<file path="src/rtl/manual_trigger_debounce_pkg.sv">
// Shared definitions for panel-key debouncing: FSM state encoding and the
// default qualification time used by all panel-key front ends.
package manual_trigger_debounce_pkg;

  // 10 ms at 50 MHz
  localparam int DEBOUNCE_CYCLES_DEF = 500000;

  typedef enum logic [1:0] {
    IDLE_HIGH = 2'b00,
    WAIT_LOW  = 2'b01,
    IDLE_LOW  = 2'b10,
    WAIT_HIGH = 2'b11
  } deb_state_e;

  function automatic logic is_wait(input deb_state_e st);
    return (st == WAIT_LOW) || (st == WAIT_HIGH);
  endfunction

endpackage

</file>
<file path="src/rtl/manual_trigger_debounce_channel.sv">
// One key: reset-to-1 synchroniser, four-state debounce FSM and stable-time
// counter. The output is its own register so it can never glitch on decode.
module debounce_channel
  import manual_trigger_debounce_pkg::*;
#(
  parameter int DEBOUNCE_CYCLES = DEBOUNCE_CYCLES_DEF,
  parameter int SYNC_STAGES     = 2
) (
  input  logic clk_i,
  input  logic rst_i,
  input  logic en_i,
  input  logic key_i,
  output logic out_o,
  output logic busy_o
);

  localparam int CNT_W = (DEBOUNCE_CYCLES > 1) ? $clog2(DEBOUNCE_CYCLES) : 1;
  localparam logic [CNT_W-1:0] CNT_LAST = CNT_W'(DEBOUNCE_CYCLES - 1);

  logic [SYNC_STAGES-1:0] sync_q;
  deb_state_e             state_q, state_d;
  logic [CNT_W-1:0]       cnt_q, cnt_d;
  logic                   out_q, out_d;
  logic                   s;

  // Synchroniser is never gated by the enable so s is valid on re-enable.
  always_ff @(posedge clk_i) begin
    if (rst_i) sync_q <= '1;
    else       sync_q <= {sync_q[SYNC_STAGES-2:0], key_i};
  end

  assign s = sync_q[SYNC_STAGES-1];

  always_comb begin
    state_d = state_q;
    cnt_d   = cnt_q;
    out_d   = out_q;
    if (!en_i) begin
      state_d = IDLE_HIGH;
      cnt_d   = '0;
      out_d   = 1'b1;
    end else begin
      case (state_q)
        IDLE_HIGH: begin
          if (!s) begin
            state_d = WAIT_LOW;
            cnt_d   = '0;
          end
        end
        WAIT_LOW: begin
          if (s)                    state_d = IDLE_HIGH;
          else if (cnt_q == CNT_LAST) begin
            state_d = IDLE_LOW;
            out_d   = 1'b0;
          end else                  cnt_d = cnt_q + 1'b1;
        end
        IDLE_LOW: begin
          if (s) begin
            state_d = WAIT_HIGH;
            cnt_d   = '0;
          end
        end
        WAIT_HIGH: begin
          if (!s)                   state_d = IDLE_LOW;
          else if (cnt_q == CNT_LAST) begin
            state_d = IDLE_HIGH;
            out_d   = 1'b1;
          end else                  cnt_d = cnt_q + 1'b1;
        end
        default: begin
          state_d = IDLE_HIGH;
          cnt_d   = '0;
          out_d   = 1'b1;
        end
      endcase
    end
  end

  always_ff @(posedge clk_i) begin
    if (rst_i) begin
      state_q <= IDLE_HIGH;
      cnt_q   <= '0;
      out_q   <= 1'b1;
    end else begin
      state_q <= state_d;
      cnt_q   <= cnt_d;
      out_q   <= out_d;
    end
  end

  assign out_o  = out_q;
  assign busy_o = is_wait(state_q);

endmodule

</file>
<file path="src/rtl/manual_trigger_debounce.sv">
// Manual trigger key front end: two independent debounced active-low keys
// plus a registered busy flag covering either channel's qualification window.
module manual_trigger_debounce
  import manual_trigger_debounce_pkg::*;
#(
  parameter int DEBOUNCE_CYCLES = DEBOUNCE_CYCLES_DEF,
  parameter int SYNC_STAGES     = 2
) (
  input  logic Clock,
  input  logic Reset,
  input  logic Key_Ain,
  input  logic Key_Bin,
  input  logic MNTrig_EN,
  output logic Trig_Aout,
  output logic Trig_Bout,
  output logic Trig_Busy
);

  logic busy_a, busy_b;
  logic busy_q, busy_d;

  debounce_channel #(
    .DEBOUNCE_CYCLES (DEBOUNCE_CYCLES),
    .SYNC_STAGES     (SYNC_STAGES)
  ) u_chan_a (
    .clk_i  (Clock),
    .rst_i  (Reset),
    .en_i   (MNTrig_EN),
    .key_i  (Key_Ain),
    .out_o  (Trig_Aout),
    .busy_o (busy_a)
  );

  debounce_channel #(
    .DEBOUNCE_CYCLES (DEBOUNCE_CYCLES),
    .SYNC_STAGES     (SYNC_STAGES)
  ) u_chan_b (
    .clk_i  (Clock),
    .rst_i  (Reset),
    .en_i   (MNTrig_EN),
    .key_i  (Key_Bin),
    .out_o  (Trig_Bout),
    .busy_o (busy_b)
  );

  // Gated by the enable so busy drops on the same edge the FSMs are forced idle.
  assign busy_d = MNTrig_EN & (busy_a | busy_b);

  always_ff @(posedge Clock) begin
    if (Reset) busy_q <= 1'b0;
    else       busy_q <= busy_d;
  end

  assign Trig_Busy = busy_q;

endmodule
</file>
<file path="config.mk">
export PLATFORM = sky130hd
export DESIGN_NAME = manual_trigger_debounce
export DESIGN_NICKNAME = d
export VERILOG_FILES = /design/src/rtl/manual_trigger_debounce_pkg.sv /design/src/rtl/manual_trigger_debounce_channel.sv /design/src/rtl/manual_trigger_debounce.sv
export SDC_FILE = /design/constraint.sdc
export NUM_CORES = 1
export LEC_CHECK = 0
export BUFFER_PORTS_ARGS = -buffer_cell sky130_fd_sc_hd__clkbuf_2
export CAP_MARGIN = 25
export CORE_ASPECT_RATIO = 2
export CORE_MARGIN = 1.5
export CORE_UTILIZATION = 61
export DETAILED_ROUTE_END_ITERATION = 16
export GPL_ROUTABILITY_DRIVEN = 0
export GPL_TIMING_DRIVEN = 0
export PLACE_DENSITY = 0.78
export SYNTH_ARGS = -nofsm -noshare
export SYNTH_HDL_FRONTEND = slang
export SYNTH_HIERARCHICAL = 1
export SYNTH_SLANG_ARGS = --single-unit
export TNS_END_PERCENT = 10
</file>
<file path="constraint.sdc">
create_clock -name Clock -period 2.2 [get_ports Clock]
set_input_delay 0.11 -clock Clock [delete_from_list [all_inputs] [get_ports Clock]]
set_output_delay 0.11 -clock Clock [all_outputs]
set_load 0.005 [all_outputs]
</file>
==> results of run 1 <==
per-stage QoR:
| step | hold WS (ns) | power [mW] | std cells | utilization, % |
|---|---|---|---|---|
| floorplan | 0.1795 | 0.9636 | 301 | - |
| global placement | 0.2923 | 0.9866 | 360 | 66.45 |
| detailed placement | 0.3009 | 0.9876 | 360 | 66.45 |
| CTS | 0.06679 | 1.665 | 370 | 69.88 |
| global route | 0.08403 | 1.714 | 370 | 69.88 |
| finish | 0.07354 | 1.648 | 370 | 69.88 |
cell usage in the layout (no fill, tap or decap), types with 7 or more instances in the layout:
cell / count
a21oi_1: 20
dfxtp_1: 49
nand3_1: 18
or4_1: 8
nor3_1: 8
inv_1: 8
xnor2_1: 10
clkbuf_2: 7
nor2_1: 25
nand2_1: 26
o21ai_0: 14
final timing paths:
path                            depth (start not counted)  slack, ns                 end
worst max-delay path                                    6       0.14   u_chan_b/cnt_q[7]
worst min-delay path                                    2       0.07           Trig_Busy
worst max register to register                          6       0.14   u_chan_b/cnt_q[7]
worst min register to register                          1       0.41  u_chan_b/sync_q[1]
logic make-up (layout without fill, tap and decap cells):
family,Yosys count,after routing,synth area share (%)
buf+inv,18,35,3.443
simple gates,150,150,34.00
fa+ha+maj,2,2,0.9563
xor+xnor,16,16,6.791
flops,49,49,37.49
compound gates,66,66,17.31
worst register-to-register path, cell delays in order, from the launching register on:
cell     delay (ns)
dfxtp_1        0.35
ha_1           0.25
and4_1         0.29
nand4_1        0.17
o21ai_4        0.13
or4b_2         0.64
a31oi_1        0.18
final cells by class:
cell class	instances	share of cell area, %
flip-flops and latches	49	34.34
plain buffers	10	2.102
multi-input cells	234	54.10
clock buffers	6	2.891
well taps	52	2.278
inverters	8	1.051
clock inverters	2	1.314
repair buffers	9	1.927
state kept, by name, summed over array words and instances, names as in the netlist, named ones only:
| name | count |
|---|---|
| u_chan_a/state_q | 1 |
| u_chan_b/cnt_q | 19 |
| u_chan_a/sync_q | 2 |
| u_chan_b/out_o | 1 |
| u_chan_a/cnt_q | 19 |
| Trig_Busy | 1 |
| u_chan_b/sync_q | 2 |
| u_chan_b/state_q | 1 |
| u_chan_a/out_o | 1 |
metal layers:
| layer | global-route usage (%) | up-vias |
|---|---|---|
| li1 | - | 1141 |
| met1 | 27.22 | 1133 |
| met2 | 56.76 | 43 |
| met3 | 3.135 | 15 |
| met4 | 17.62 | 0 |
| met5 | 0 | - |
where the power goes:
group | total [mW] | internal [mW] | switching [mW]
logic | 0.0737 | 0.0268 | 0.0468
registers | 0.897 | 0.891 | 0.00541
clock network | 0.678 | 0.370 | 0.308
total | 1.65 | 1.29 | 0.360
timing repair:
item                                   CTS  global route
resized for setup                        0             0
endpoints found under the hold margin    2             0
hold buffers                             2             0
==> summary.txt, run 1 <==
Status: finished, final reports clean
Clk_lat worst skew: 0.30 ns
CP Cell Sequence: ha_1, and4_1, nand4_1, o21ai_4, or4b_2, a31oi_1
Post-route ant nets: 0
Routed wl met3: 130 um
Drc violations: 0
Fmax: 0.4861 GHz
Final worst-path setup slack: 0.1427 ns
Worst Setup End Kind: flip-flop
Required time of the critical path: 2.44 ns
Boundary Pins: 8
Mapped Nets: 308
Leak: 0.9486 nW
Grt total ovfl: 0
Setup violators final: 0
Slowest stage cell, crit path: or4b_2
Fin crit share: 93.51%
Starting density of the core: 64.00%
Root buffer cell: clkbuf_8
Fraction of layout cells with a size suffix above 1: 13.21%
Crit path launch type: flip-flop
Syn Std Cell Area: 2616 um2
RSZ-0062 raised after global routing: no
Worst vdd ir: 0.5684 mV
Clk_skew: 0.009157 ns
PD cells: 577.0 nW/um2
Uppermost layer routed: met4
Synth cell types: 47
Final Net Count: 324
Core ar.: 4088 um2
Clk slew on worst S/H paths: 0.09 ns
Die area: 4715 um2
Fill cell count: 356
Port Buffers: 7
Number of global-route vias before repair: 2,231
Post-synth EDFFs: 0
Post-place instance area: 2716 um2
Met2 WL post-DR: 3586 um
Most frequent cell after synthesis: dfxtp_1
Top-area cell type share of the netlist area: 37.49%
Post-Synthesis Cells: 301
Sum Neg Setup Slack: 0 ns
Drt initial violations: 54
Final Critical Period: 2.057 ns
Pre-CTS setup slack: 0.1778 ns
# rows: 33
Setup CP Type: flip-flop to flip-flop
Routed vias: 2,332
WL/cell: 16.71 um
Area of the multi-input gates: 1545 um2
Syn Area/Cell: 8.692 um2
Worst Path Arrival: 2.29 ns
Max cap viols: 0
Buf/Inv on CP: 0
Reg area: 980.9 um2
Clock buffer depth: 2
DR vias/cell: 6.303
Pin count of the biggest net entering global routing: 16
Final HPWL DP: 4646 um
CTS tree: built
Hold/Removal Path Class: input port to flip-flop
Slew at the pin closest to its max-slew limit: 0.4632 ns
CTS H-tree lvls: 2
M1 WL: 2286 um
HP Start: Reset
Max-slew violations: 0
Drt total wl: 6184 um
Synth top area cells: dfxtp_1 37%, a21oi_1 3.8%, nand2_1 3.7%
Total CTS buffers: 5
Area growth from synthesis to layout: 9.182%
Die Ht: 95.62 um
Area leader, netlist: dfxtp_1
Initial antenna violation count: 0
CP max stage delay: 0.63 ns
Launch point of the worst path: u_chan_b/cnt_q[0]
Synth Register Bits: 49
CTS sink cnt: 49
Fraction of registers with async set/reset: 0%
CP delay by family, top: simple AND/OR/NAND/NOR gates
Gr usage total: 28.71%
Fin area: 2856 um2
Setup Buffers After CTS: 0
N_diodes: 0
Slew margin rel.: 69.12%
First-pass GRT wire length: 10,240 um
Post-synthesis sequential area ratio: 37.49%
R2R Path Start: u_chan_b/cnt_q[0]
First-pass iteration count of the detailed router: 4
Synthesis warning total: 6
Final hold violation count: 0
Top_reg_cell synth: dfxtp_1
Die Width: 49.31 um
Top cells by count, synth: 49 x dfxtp_1, 26 x nand2_1, 25 x nor2_1
Maximum fanout along the worst path: 10
No activity file was read; power rests on OpenSTA's default activity.
==> inputs of run 2 (changes only) <==
--- a/config.mk
+++ b/config.mk
@@ -13,6 +13,7 @@
 export DETAILED_ROUTE_END_ITERATION = 16
 export GPL_ROUTABILITY_DRIVEN = 0
 export GPL_TIMING_DRIVEN = 0
+export MAX_ROUTING_LAYER = met4
 export PLACE_DENSITY = 0.78
 export SYNTH_ARGS = -nofsm -noshare
 export SYNTH_HDL_FRONTEND = slang
==> constraint.sdc (replaced) <==
create_clock -name Clock -period 2.2 [get_ports Clock]
set_input_delay 0 -clock Clock [delete_from_list [all_inputs] [get_ports Clock]]
set_output_delay 0 -clock Clock [all_outputs]
set_load 0.005 [all_outputs]
==> run 2 against run 1 <==
Register-to-register slack is essentially flat. Core utilization is 0.49 points higher. Non-clock buffer count rose by 2. Largest cell class unchanged.
==> summary.txt, run 2 (synthesis gave the netlist of run 1 again) <==
Boundary Pins: 8 (unchanged)
First-pass iteration count of the detailed router: 4 (unchanged)
Drt total wl: 6173 um (-0.18%)
Required time of the critical path: 2.44 ns (about the same)
Fraction of layout cells with a size suffix above 1: 13.13% (-0.083 points)
Worst vdd ir: 0.5645 mV (-0.68%)
DR vias/cell: 6.237 (-1.0%)
CP Cell Sequence: ha_1, and4_1, nand4_1, o21ai_4, or4b_2, a31oi_1
Most used cells in the layout excluding fill and tap cells: 49 x dfxtp_1, 26 x nand2_1, 25 x nor2_1
Area of the multi-input gates: 1545 um2 (unchanged)
First-pass GRT wire length: 10,230 um (about the same)
Post-route ant nets: 0 (unchanged)
Final hold violation count: 0 (unchanged)
PD cells: 573.0 nW/um2 (-0.69%)
Setup CP Type: flip-flop to flip-flop
Routed vias: 2,320 (-0.51%)
Maximum fanout along the worst path: 10 (unchanged)
Drt initial violations: 63 (+17%)
Leading cell type in the layout, fill and taps excluded: dfxtp_1
Total CTS buffers: 5 (unchanged)
Clk_lat worst skew: 0.31 ns (about the same)
Port Buffers: 7 (unchanged)
Clk_skew: 0.01109 ns (+0.001932 ns)
Setup violators final: 0 (unchanged)
CTS H-tree lvls: 2 (unchanged)
Leak: 0.9597 nW (+1.2%)
CTS tree: built
Total power: 1.648 mW (about the same)
Initial antenna violation count: 0 (unchanged)
Worst Setup End Kind: flip-flop
Status: finished, final reports clean
WL/cell: 16.59 um (-0.71%)
Sum Neg Setup Slack: 0 ns (unchanged)
Hold/Removal Path Class: input port to flip-flop
Fmax: 0.4886 GHz (+0.52%)
Drc violations: 0 (unchanged)
Fill cell count: 355 (-0.28%)
Fin crit share: 93.03% (-0.48 points)
Max cap viols: 0 (unchanged)
Die area: 4715 um2 (unchanged)
Final Net Count: 326 (+0.62%)
Clock buffer depth: 2 (unchanged)
Slew at the pin closest to its max-slew limit: 0.4503 ns (-0.01286 ns)
Worst Path Arrival: 2.29 ns (about the same)
Die Ht: 95.62 um (unchanged)
Slowest stage cell, crit path: or4b_2
Largest registers: u_chan_a/cnt_q: 19 flops, u_chan_b/cnt_q: 19 flops
# resized after CTS: 0 (unchanged)
Pin count of the biggest net entering global routing: 16 (unchanged)
Max-slew violations: 0 (unchanged)
Number of global-route vias before repair: 2,252 (+0.94%)
Reg area: 980.9 um2 (unchanged)
Gr usage total: 29.53% (+0.81 points)
RSZ-0062 raised after global routing: no
Final HPWL DP: 4646 um (unchanged)
Final Critical Period: 2.047 ns (-0.01058 ns)
Clk slew on worst S/H paths: 0.10 ns (about the same)
N_diodes: 0 (unchanged)
Starting density of the core: 64.00% (unchanged)
Root buffer cell: clkbuf_8
Core ar.: 4088 um2 (unchanged)
Slew margin rel.: 69.78% (+0.66 points)
CP max stage delay: 0.64 ns (about the same)
Crit path launch type: flip-flop
CTS sink cnt: 49 (unchanged)
Grt total ovfl: 0 (unchanged)
Area growth from synthesis to layout: 9.947%
Die Width: 49.31 um (unchanged)
# rows: 33 (unchanged)
-- run 2: worst max-delay path, delay by kind of cell, from the launching register on --
family | cells | cell delay (ns)
adder cells (fa/ha/maj) | 1 | 0.25
AO/OA/AOI/OAI | 2 | 0.31
AND/OR/NAND/NOR | 3 | 1.08
flip-flops | 1 | 0.36
-- run 2: worst paths after layout --
path                                         start                 end  slack, ns  cells past startpoint
worst max-delay path             u_chan_a/cnt_q[0]   u_chan_a/cnt_q[7]       0.15                      6
worst min-delay path                     MNTrig_EN  u_chan_b/cnt_q[12]       0.16                      3
worst max register to register   u_chan_a/cnt_q[0]   u_chan_a/cnt_q[7]       0.15                      6
worst min register to register  u_chan_b/sync_q[0]  u_chan_b/sync_q[1]       0.41                      1
-- run 2: metal layers --
layer / up-vias / wire, um / GRT usage (%)
met5: - / 0 / -
met4: 0 / 169 / 17.62
met3: 15 / 104 / 3.135
met2: 37 / 3639 / 57.43
met1: 1125 / 2259 / 26.63
li1: 1143 / - / -
-- run 2: what timing repair did --
action | CTS | global route
setup buffers | 0 | 0
hold buffers | 4 | 0
hold endpoints to repair | 4 | 0
-- run 2: where the power goes --
part | internal [mW] | switching [mW] | total, mW | leakage (nW)
Sequential | 0.891 | 0.00544 | 0.897 | 0.396
Clock | 0.370 | 0.306 | 0.676 | 0.0574
Combinational | 0.0283 | 0.0472 | 0.0754 | 0.507
Total | 1.29 | 0.359 | 1.65 | 0.960
-- run 2: area by class of cell --
cell class,count,area share (%)
timing repair buffer,11,2.610
clock buffer,6,2.871
inverter,8,1.044
buffer,10,2.088
multi-input combinational,234,53.72
clock inverter,2,1.305
tap,52,2.262
sequential,49,34.10
-- run 2: metrics by stage --
stage          instances  util, %  hold slack [ns]  instance area (um2)  setup WS, ns
3_3_place_gp         360    66.45           0.1823                 2716        0.2040
4_1_cts              372    70.37           0.1553                 2877        0.1542
2_1_floorplan        301        -          0.06951                 2616        0.3640
3_5_place_dp         360    66.45           0.1909                 2716        0.1778
5_1_grt              372    70.37           0.1961                 2877       0.08177
6_report             372    70.37           0.1599                 2877        0.1533
==> inputs of run 3 (changes only) <==
--- a/config.mk
+++ b/config.mk
@@ -7,14 +7,16 @@
 export LEC_CHECK = 0
 export BUFFER_PORTS_ARGS = -buffer_cell sky130_fd_sc_hd__clkbuf_2
 export CAP_MARGIN = 25
+export CELL_PAD_IN_SITES_DETAIL_PLACEMENT = 1
+export CELL_PAD_IN_SITES_GLOBAL_PLACEMENT = 2
 export CORE_ASPECT_RATIO = 2
 export CORE_MARGIN = 1.5
-export CORE_UTILIZATION = 61
+export CORE_UTILIZATION = 38
 export DETAILED_ROUTE_END_ITERATION = 16
 export GPL_ROUTABILITY_DRIVEN = 0
 export GPL_TIMING_DRIVEN = 0
 export MAX_ROUTING_LAYER = met4
-export PLACE_DENSITY = 0.78
+export PLACE_DENSITY_LB_ADDON = 0.1
 export SYNTH_ARGS = -nofsm -noshare
 export SYNTH_HDL_FRONTEND = slang
 export SYNTH_HIERARCHICAL = 1
==> run 3 against run 2 <==
Register-to-register slack about the same. Combinational power increased by 2%. Sequential share of layout area down 0.68 points. Critical path depth stayed put. Final area rose by 2.0%. Setup slack lost 0.011 ns. First-iteration DRC count down 9.5%. Total power up 6.2%. Count of clock-buffer cells in the layout unchanged. Critical endpoint is now u_chan_b/cnt_q[7]. Largest power group unchanged. Highest routed layer unchanged.
==> summary.txt, run 3 (synthesis gave the netlist of run 1 again) <==
CP delay by family, top: simple AND/OR/NAND/NOR gates
Hold/Removal Path Class: input port to flip-flop
Met2 WL post-DR: 4338 um (+19%)
Pin count of the biggest net entering global routing: 16 (unchanged)
Clock buffer depth: 2 (unchanged)
Drc violations: 0 (unchanged)
Most used cells in the layout excluding fill and tap cells: 49 x dfxtp_1, 26 x nand2_1, 25 x nor2_1
Final Net Count: 325 (-0.31%)
# resized after CTS: 0 (unchanged)
Gr usage total: 21.85% (-7.7 points)
Leading cell type in the layout, fill and taps excluded: dfxtp_1
Grt total ovfl: 0 (unchanged)
Hold Slack: 0.01225 ns (-0.1477 ns)
CP Cell Sequence: ha_1, and4_1, nand4_1, o21ai_4, or4b_2, a31oi_1
Clk_lat worst skew: 0.30 ns (about the same)
Fin crit share: 93.53% (+0.49 points)
Core ar.: 6621 um2 (+62%)
PD cells: 596.1 nW/um2 (+4.0%)
Post-route ant nets: 0 (unchanged)
Die Width: 61.67 um (+25%)
Leak: 0.9585 nW (-0.13%)
Area of the multi-input gates: 1545 um2 (unchanged)
Largest registers: u_chan_a/cnt_q: 19 flops, u_chan_b/cnt_q: 19 flops
Clk_skew: 0.006917 ns (-0.004172 ns)
Boundary Pins: 8 (unchanged)
# rows: 42 (+27%)
N_diodes: 0 (unchanged)
Die area: 7422 um2 (+57%)
Slew margin rel.: 65.27% (-4.5 points)
Routed wl met3: 94 um (-9.6%)
Root buffer cell: clkbuf_16
RSZ-0062 raised after global routing: no
Final HPWL DP: 5488 um (+18%)
Status: finished, final reports clean
Buf/Inv on CP: 0 (unchanged)
CTS tree: built
Max-slew violations: 0 (unchanged)
Worst vdd ir: 0.3811 mV (-32%)
DR vias/cell: 5.555 (-11%)
CTS sink cnt: 49 (unchanged)
Drt total wl: 7065 um (+14%)
Fill cell count: 843 (+140%)
Port Buffers: 7 (unchanged)
Slew at the pin closest to its max-slew limit: 0.5209 ns (+0.07064 ns)
Fraction of layout cells with a size suffix above 1: 12.85% (-0.27 points)
Setup CP Type: flip-flop to flip-flop
Clk slew on worst S/H paths: 0.07 ns (-0.03 ns)
First-pass iteration count of the detailed router: 4 (unchanged)
Drt initial violations: 57 (-9.5%)
Routed vias: 2,261 (-2.5%)
WL/cell: 17.36 um (+4.6%)
Required time of the critical path: 2.42 ns (-0.02 ns)
Non-Filler Instances: 407 (+9.4%)
Worst Path Arrival: 2.28 ns (about the same)
Crit path launch type: flip-flop
Fmax: 0.4860 GHz (-0.53%)
Final hold violation count: 0 (unchanged)
Setup violators final: 0 (unchanged)
Final Critical Period: 2.058 ns (+0.01085 ns)
Total power: 1.750 mW (+6.2%)
Reg area: 980.9 um2 (unchanged)
Worst Setup End Kind: flip-flop
Sum Neg Setup Slack: 0 ns (unchanged)
Max cap viols: 0 (unchanged)
CP max stage delay: 0.63 ns (about the same)
Reg2reg setup slack: 0.14 ns (about the same)
CTS H-tree lvls: 2 (unchanged)
Slowest stage cell, crit path: or4b_2
Total CTS buffers: 5 (unchanged)
First-pass GRT wire length: 11,560 um (+13%)
Initial antenna violation count: 0 (unchanged)
Maximum fanout along the worst path: 10 (unchanged)
Die Ht: 120.3 um (+26%)
Area growth from synthesis to layout: 12.20%
M1 WL: 2427 um (+7.4%)
Starting density of the core: 39.51% (-24 points)
Post-placement cell count: 396 (+10%)
Uppermost layer routed: met4
Number of global-route vias before repair: 2,373 (+5.4%)
==> run 3: cell count changes in the layout (fill, tap and decap cells not counted), sizes merged <==
cell / previous run / this run
bufinv: 1 / 0
clkinvlp: 1 / 2
dlygate4sd3: 4 / 3
==> run 3: report_power, final <==
part,total (mW),internal (mW),switching [mW]
Clock,0.776,0.423,0.353
Combinational,0.0769,0.0280,0.0488
Sequential,0.897,0.891,0.00555
Total,1.75,1.34,0.408
==> run 3: layer usage <==
metal / vias up / GRT usage [%]
met1: 1097 / 19.09
met2: 14 / 42.04
met4: 0 / 9.707
met5: - / -
met3: 13 / 3.209
li1: 1137 / -
==> run 3: repair_timing <==
action | in CTS | in global routing
hold buffers | 3 | 0
setup buffers | 0 | 0
hold endpoints to repair | 3 | 0
setup endpoints to repair | 0 | 0
==> run 3: area by class of cell <==
class                   instances  share of cell area (%)
flip-flops and latches         49                   33.42
plain buffers                  10                   2.046
repair buffers                 10                   2.217
well taps                      88                   3.751
clock buffers                   6                   4.390
multi-input cells             234                   52.64
clock inverters                 2                  0.5115
inverters                       8                   1.023
==> run 3: path summary, 6_finish.rpt <==
| check | from | end | depth (start not counted) |
|---|---|---|---|
| max | u_chan_b/cnt_q[0] | u_chan_b/cnt_q[7] | 6 |
| min | MNTrig_EN | Trig_Busy | 2 |
| max reg2reg | u_chan_b/cnt_q[0] | u_chan_b/cnt_q[7] | 6 |
| min reg2reg | u_chan_a/sync_q[0] | u_chan_a/sync_q[1] | 1 |
==> run 3: stage by stage <==
stage | setup slack (ns) | utilization (%) | cell area, um2
4_1_cts | 0.1413 | 44.33 | 2935
2_1_floorplan | 0.3640 | - | 2616
3_3_place_gp | 0.1778 | 41.70 | 2761
6_report | 0.1424 | 44.33 | 2935
5_1_grt | 0.03225 | 44.33 | 2935
3_5_place_dp | 0.1525 | 41.70 | 2761
